### src/rtl/seq_det_ctrl.sv
// Word-to-bit serialiser with a programmable pattern detector that spans the words of a frame.
// A closed frame is opened by its first accepted word, which also snapshots the pattern configuration.
module seq_det_ctrl #(
  parameter int DATA_W = 16,
  parameter int PAT_W  = 8,
  parameter int CNT_W  = 8
) (
  input  logic              clk,
  input  logic              reset,
  input  logic [PAT_W-1:0]  cfg_pattern,
  input  logic [3:0]        cfg_len,
  input  logic              cfg_overlap,
  input  logic              in_valid,
  input  logic [DATA_W-1:0] in_data,
  input  logic              in_last,
  output logic              in_ready,
  output logic              bit_out,
  output logic              bit_valid,
  output logic              match_pulse,
  output logic [CNT_W-1:0]  match_count,
  output logic              done,
  output logic              cfg_err
);

  localparam int               IDX_W    = $clog2(DATA_W);
  localparam logic [IDX_W-1:0] LAST_IDX = IDX_W'(DATA_W - 1);
  localparam logic [3:0]       LEN_MAX  = 4'(PAT_W);
  localparam logic [3:0]       SEEN_MAX = 4'(PAT_W);

  typedef enum logic [1:0] {
    S_IDLE  = 2'd0,
    S_SHIFT = 2'd1,
    S_DONE  = 2'd2
  } state_e;

  state_e              state_q, state_d;
  logic [DATA_W-1:0]   word_q, word_d;
  logic                last_q, last_d;
  logic [IDX_W-1:0]    idx_q, idx_d;
  logic                open_q, open_d;
  logic [PAT_W-1:0]    pat_q, pat_d;
  logic [3:0]          len_q, len_d;
  logic                ovl_q, ovl_d;
  // The newest bit is never stored: it joins the history combinationally for the compare.
  logic [PAT_W-2:0]    hist_q, hist_d;
  logic [3:0]          seen_q, seen_d;
  logic                pulse_q, pulse_d;
  logic [CNT_W-1:0]    count_q, count_d;

  logic                accept;
  logic                cur_bit;
  logic [PAT_W-1:0]    hist_new;
  logic [PAT_W-1:0]    len_mask;
  logic [3:0]          seen_new;
  logic                hit;

  // Live config is only judged while no frame is open; the shadow copy governs otherwise.
  assign cfg_err  = !open_q && ((cfg_len == 4'd0) || (cfg_len > LEN_MAX));
  assign in_ready = reset && (state_q == S_IDLE) && !cfg_err;
  assign accept   = in_valid && in_ready;

  assign cur_bit  = word_q[DATA_W-1];
  assign hist_new = {hist_q, cur_bit};
  assign len_mask = ~({PAT_W{1'b1}} << len_q);
  assign seen_new = (seen_q == SEEN_MAX) ? SEEN_MAX : seen_q + 1'b1;
  assign hit      = (seen_new >= len_q) && (((hist_new ^ pat_q) & len_mask) == '0);

  always_comb begin
    // NOTE: every _d gets its hold value first so no path through the case leaves a latch behind.
    state_d = state_q;
    word_d  = word_q;
    last_d  = last_q;
    idx_d   = idx_q;
    open_d  = open_q;
    pat_d   = pat_q;
    len_d   = len_q;
    ovl_d   = ovl_q;
    hist_d  = hist_q;
    seen_d  = seen_q;
    pulse_d = 1'b0;
    count_d = count_q;

    unique case (state_q)
      S_IDLE: begin
        if (accept) begin
          word_d  = in_data;
          last_d  = in_last;
          idx_d   = '0;
          state_d = S_SHIFT;
          if (!open_q) begin
            open_d  = 1'b1;
            pat_d   = cfg_pattern;
            len_d   = cfg_len;
            ovl_d   = cfg_overlap;
            hist_d  = '0;
            seen_d  = '0;
            count_d = '0;
          end
        end
      end
      S_SHIFT: begin
        word_d = {word_q[DATA_W-2:0], 1'b0};
        hist_d = hist_new[PAT_W-2:0];
        seen_d = (hit && !ovl_q) ? 4'd0 : seen_new;
        if (hit) begin
          pulse_d = 1'b1;
          count_d = (count_q == '1) ? count_q : count_q + 1'b1;
        end
        idx_d = idx_q + 1'b1;
        if (idx_q == LAST_IDX) begin
          state_d = last_q ? S_DONE : S_IDLE;
          if (last_q) open_d = 1'b0;
        end
      end
      S_DONE:  state_d = S_IDLE;
      default: state_d = S_IDLE;
    endcase
  end

  // NOTE: state registers use non-blocking assignments so every flop samples pre-edge values.
  always_ff @(posedge clk or negedge reset) begin
    if (!reset) begin
      state_q <= S_IDLE;
      word_q  <= '0;
      last_q  <= 1'b0;
      idx_q   <= '0;
      open_q  <= 1'b0;
      pat_q   <= '0;
      len_q   <= '0;
      ovl_q   <= 1'b0;
      hist_q  <= '0;
      seen_q  <= '0;
      pulse_q <= 1'b0;
      count_q <= '0;
    end else begin
      state_q <= state_d;
      word_q  <= word_d;
      last_q  <= last_d;
      idx_q   <= idx_d;
      open_q  <= open_d;
      pat_q   <= pat_d;
      len_q   <= len_d;
      ovl_q   <= ovl_d;
      hist_q  <= hist_d;
      seen_q  <= seen_d;
      pulse_q <= pulse_d;
      count_q <= count_d;
    end
  end

  assign bit_valid   = (state_q == S_SHIFT);
  assign bit_out     = bit_valid && cur_bit;
  assign done        = (state_q == S_DONE);
  assign match_pulse = pulse_q;
  assign match_count = count_q;

endmodule

### config.mk
export PLATFORM = sky130hd
export DESIGN_NAME = seq_det_ctrl
export DESIGN_NICKNAME = d
export VERILOG_FILES = /design/src/rtl/seq_det_ctrl.sv
export SDC_FILE = /design/constraint.sdc
export NUM_CORES = 1
export LEC_CHECK = 0
export ABC_AREA = 1
export CORE_AREA = 4 4 71 99
export CTS_CLUSTER_DIAMETER = 150
export DETAILED_ROUTE_END_ITERATION = 16
export DIE_AREA = 0 0 75 103
export PLACE_DENSITY = 0.85
export SYNTH_ARGS = -nofsm -noshare
export SYNTH_HDL_FRONTEND = slang
export SYNTH_SLANG_ARGS = --single-unit
### constraint.sdc
create_clock -name clk -period 2.8 [get_ports clk]
set_input_delay 0.56 -clock clk [delete_from_list [all_inputs] [get_ports clk]]
set_output_delay 0.56 -clock clk [all_outputs]
set_load 0.05 [all_outputs]
# ---- Word-level counts from Yosys, hierarchy flattened
# Index checks and enable logic that the tools add are counted.
# W data, S select, Z words.
dict set report classes {
  n_addsub 3
  order_cmp 2
  eq_ne 11
  n_shift 1
  muxes 27
  n_bitwise 4
  reduce_logical 22
}
# operator count
set op_table {}
lappend op_table {{$mux W8} 4}
lappend op_table {{$pmux W16 S2} 1}
lappend op_table {{$mux W4} 5}
lappend op_table {{$mux W16} 1}
lappend op_table {{$pmux W4 S2} 2}
lappend op_table {{$pmux W8 S2} 1}
lappend op_table {{$mux W7} 2}
lappend op_table {{$pmux W7 S2} 1}
lappend op_table {{$add A4 B1 Y4 const B} 2}
lappend op_table {{$add A8 B1 Y8 const B} 1}
lappend op_table {{$and A8 B8 Y8} 1}
lappend op_table {{$eq A4 B4 Y1 const B} 2}
lappend op_table {{$eq A8 B8 Y1 const B} 1}
lappend op_table {{$logic_not A8 Y1} 1}
lappend op_table {{$not A8 Y8} 1}
lappend op_table {{$shl A8 B4 Y8 const A} 1}
lappend op_table {{$xor A8 B8 Y8} 1}
lappend op_table {{$logic_and A1 B1 Y1} 7}
lappend op_table {{$mux W2} 3}
lappend op_table {{$ne A2 B1 Y1 const B} 3}
lappend op_table {{$ne A2 B2 Y1 const B} 3}
lappend op_table {{$reduce_and A2 Y1} 3}
lappend op_table {{$reduce_and A3 Y1} 2}
lappend op_table {{$mux W1} 5}
lappend op_table {{14 further kinds} 16}
dict set report totals {
  register_bits 57
  input_bits 33
  out_inout_bits 14
  wordCells 82
}

# ---- Depth between registers and ports, before layout
dict set report depth {
  ltp_word 8
  depth_mapped 12
  mapped_depth_nobuf 12
}

# ---- Worst setup path before layout
# No wires, ideal clock.
dict set report synth_path {
  path_kind {in2out}
  from {in cfg_len[1]}
  to {out in_ready}
  arrival_time_ns 2.222
  required_time_ns 2.240
  slack_ns 0.018
  cell_stages 5
  cell_sequence {nor2_1 > nand3_1 > nand3_2 > inv_1 > nor3_1}
}
dict set report synth_via {
  elab_chain_len 5
  elab_cells_between_ends 6
}
# element line_no
set synth_lines {}
lappend synth_lines {{start, declared} 11} ;# input logic [3:0] cfg_len,
lappend synth_lines {{$gt A4 B4 Y1 or $logic_not A4 Y1 (tied branches)} 58} ;# assign cfg_err = !open_q && ((cfg_len == 4'd0) || (cfg_len > LEN_MAX));
lappend synth_lines {{$logic_or A1 B1 Y1 *} 58}
lappend synth_lines {{$logic_and A1 B1 Y1 *} 58}
lappend synth_lines {{named net cfg_err} 22} ;# output logic cfg_err
lappend synth_lines {{$logic_not A1 Y1 *} 59} ;# assign in_ready = reset && (state_q == S_IDLE) && !cfg_err;
lappend synth_lines {{$logic_and A1 B1 Y1 *} 59}
lappend synth_lines {{end, declared} 16} ;# output logic in_ready,
# The timed path passes the listed nets; every way through them passes the cells marked *.

# ---- Final worst setup path
dict set report layout_path {
  from {in cfg_len[0]}
  to {out in_ready}
}
dict set report layout_via {
  elab_chain_len 5
  elab_cells_between_ends 6
}
# element line_no
set layout_lines {}
lappend layout_lines {{$gt A4 B4 Y1 or $logic_not A4 Y1 (tied branches)} 58}
lappend layout_lines {{$logic_or A1 B1 Y1 *} 58}
lappend layout_lines {{$logic_and A1 B1 Y1 *} 58}
lappend layout_lines {{$logic_not A1 Y1 *} 59}
lappend layout_lines {{$logic_and A1 B1 Y1 *} 59}
# Every way passes the cells marked *; elsewhere a longest branch is shown, timed or not.

==> summary.md <==
| Metric | Value |
|---|---|
| Die area | `7725 sq um` |
| Drt wl/cell | `13.24 microns` |
| Setup Buffers After CTS | `0` |
| Fraction of layout cells with a size suffix above 1 | `0.1087` |
| Core area | `6168 sq um` |
| CP startpoint kind | `input pin` |
| Root Driver | `clkbuf_8` |
| Initial antenna violation count | `0` |
| Overall Global Routing Usage | `0.1823` |
| Rel. slew slack | `0.5266` |
| Num CTS Buffers | `9` |
| Initial core utilization | `0.4805` |
| Initial DRC count | `111` |
| Worst Setup End Kind | `output pin` |
| Combinational power share | `0.496` |
| Max-cap violation count | `0` |
| Top-count cell post-synth | `nand2_1` |
| I/O Buffers | `46` |
| Num rows | `34` |
| Drt total wl | `6435 microns` |
| VDD IR max | `0.5686 mV` |
| Setup violators final | `0` |
| CTS tree | `done` |
| CTS Hold Bufs | `0` |
| Syn Std Cell Area | `2964 sq um` |
| Final ANT Viol Nets | `0` |
| First-pass GRT wire length | `10,690 microns` |
| Net Sw Frac | `0.4318` |
| WP data required | `2240 ps` |
| Gate Count Post-Synth | `358` |
| Die Y-Extent | `103 microns` |
| Power density over cell area | `1337 nW/um^2` |
| Max H-tree Level | `3` |
| Largest net degree at the start of global routing | `58` |
| Min Tclk post-route | `2577 ps` |
| Commonest register cell after synthesis | `dfrtp_1` |
| Unique masters post-synth | `34` |
| Avg Inst Size Synth | `8.280 sq um` |
| Finished layout cell area | `3779 sq um` |
| Gpl congestion | `0.7808` |
| Antenna cells | `0` |
| Final Cycle Share | `0.9202` |
| Area contributors post-synth | `dfrtp_1, nand2_1, nor2_1` |
| Sequential fraction of the synthesis area | `0.4812` |
| Worst-case clock buffer depth | `2` |
| Residual DRC | `0` |
| Post-cts sizing count | `0` |
| EDFF count, synth | `0` |
| Yosys top cell area share | `0.4812` |
| WS Path Type | `input pin to output pin` |
| DR vias | `2,528` |
| Synthesized flop and latch total | `57` |
| Dpl cell area | `3520 sq um` |
| Sw power | `2.181 mW` |
| Highest clock rate | `388.1 MHz` |
| Io pins | `47` |
| Final HPWL DP | `4661 microns` |
| DR vias/cell | `5.202` |
| CTS clock-pin slew for the worst setup and hold paths | `60 ps` |
| DIE WIDTH | `75 microns` |
| Int Pwr | `2.870 mW` |
| P_leak | `1.832 nW` |
| Largest area contributor in the netlist | `dfrtp_1` |
| RSZ-0062 raised after global routing | `no` |
| Worst min-delay path class | `input pin to asynchronous set/reset pin` |
| CTS sink count | `57` |
| Final setup skew | `5.970 ps` |
| Area delta synth->final | `27.48%` |
| Seq pwr share | `0.303` |
| Fillers | `532` |
| Setup tns final | `0 ps` |
| Worst-Margin Slew | `710.1 ps` |
| Outcome | `finished clean` |
| Clock power share | `0.201` |
| Fin. max-slew vios | `0` |
| Fin. Hold Viols | `0` |
| GRT overflow | `0` |
| Asr flop ratio synth | `1.000` |
| Synth Net Count | `399` |
| Peak fanout along the critical path | `3` |
| Worst-skew pair later-pin latency | `350 ps` |
| Final #Nets | `450` |
| Vias in the first global route | `2,517` |
| Critical Path AT | `2020 ps` |
| Synth cell count leaders | `nand2_1, dfrtp_1, nor2_1, inv_1, nand3_1` |
| Detailed Routing Iterations Pass 1 | `4` |
| Yosys warns | `0` |
## metrics by stage
step           hold slack (ps)  cells  setup WS, ps    util  power, mW
2_1_floorplan            264.4    358         17.75       -      3.383
3_3_place_gp             466.7    470         248.7  0.5706      3.922
3_5_place_dp             480.2    470         231.4  0.5706      4.052
4_1_cts                  446.0    486         203.9  0.6126      5.083
5_1_grt                  491.2    486         152.0  0.6126      5.458
6_report                 409.4    486         223.5  0.6126      5.050
## registers in the layout, indices dropped and copies added, names as in the netlist
signal / cells
ovl_q: 1
state_q: 2
hist_q: 7
len_q: 4
last_q: 1
match_pulse: 1
seen_q: 4
open_q: 1
word_q: 16
idx_q: 4
pat_q: 8
match_count: 8
## worst paths after layout
check,depth (start not counted),slack (ps),from,endpoint
min,2,410,reset,pat_q[1]$_DFFE_PN0P_
min in group clk,2,490,word_q[0]$_DFFE_PN0P_,word_q[0]$_DFFE_PN0P_
max reg2reg,11,620,seen_q[0]$_DFFE_PN0P_,match_count[7]$_DFFE_PN0P_
max in group asynchronous,2,1920,reset,match_count[7]$_DFFE_PN0P_
min reg2reg,2,490,word_q[0]$_DFFE_PN0P_,word_q[0]$_DFFE_PN0P_
max,7,220,cfg_len[0],in_ready
## cell families (layout without fill, tap and decap cells)
| kind of cell | Yosys count | in the layout | synth area share |
|---|---|---|---|
| simple gates | 189 | 189 | 0.3039 |
| flops | 57 | 57 | 0.4812 |
| buf+inv | 57 | 113 | 0.07893 |
| compound gates | 38 | 38 | 0.07387 |
| fa+ha+maj | 8 | 8 | 0.03377 |
| xor+xnor | 7 | 7 | 0.02068 |
| mux | 2 | 2 | 0.007598 |
## power by group through the flow
stage                     clock network (mW)  registers [mW]  logic, mW
final                                   1.01            1.53       2.51
after global routing                    1.06            1.58       2.82
after CTS                               1.02            1.53       2.53
after detailed placement                   0            1.54       2.52
after global placement                     0            1.51       2.41
after floorplan                            0            1.63       1.75
## per-layer routing
| metal | GRT usage | share of wire |
|---|---|---|
| met5 | 0 | 0 |
| met4 | 0.1014 | 0.023 |
| met3 | 0.04780 | 0.041 |
| met2 | 0.3121 | 0.52 |
| met1 | 0.2010 | 0.41 |
## placed cells by master, fill, tap and decap left out, drive strengths merged, types with 2 or more instances in the layout
cell	n
nand2	66
xor2	6
nand4	5
o21ai	9
nor2	54
ha	8
clkbuf	11
nor3	26
nand3	35
o22ai	8
buf	10
inv	45
dfrtp	57
clkdlybuf4s50	42
a21oi	15
bufinv	4
mux2	2
a31oi	2
## layout make-up
class                           count  area [sq um]  share of cell area
Timing Repair Buffer               52         530.5              0.1404
Clock buffer                       11         131.4             0.03477
Tap cell                           72         90.09             0.02384
Inverter                           45         168.9             0.04470
Multi-Input combinational cell    244          1304              0.3450
Sequential cell                    57          1426              0.3775
Clock inverter                      5         127.6             0.03377
## critical path, stage by stage
cell	delay [ps]
clkdlybuf4s50_1	440
nor2_1	150
nand3_1	100
nand3_2	140
inv_1	100
nor3_1	330
buf_12	190
(Power assumes the default switching activity.)
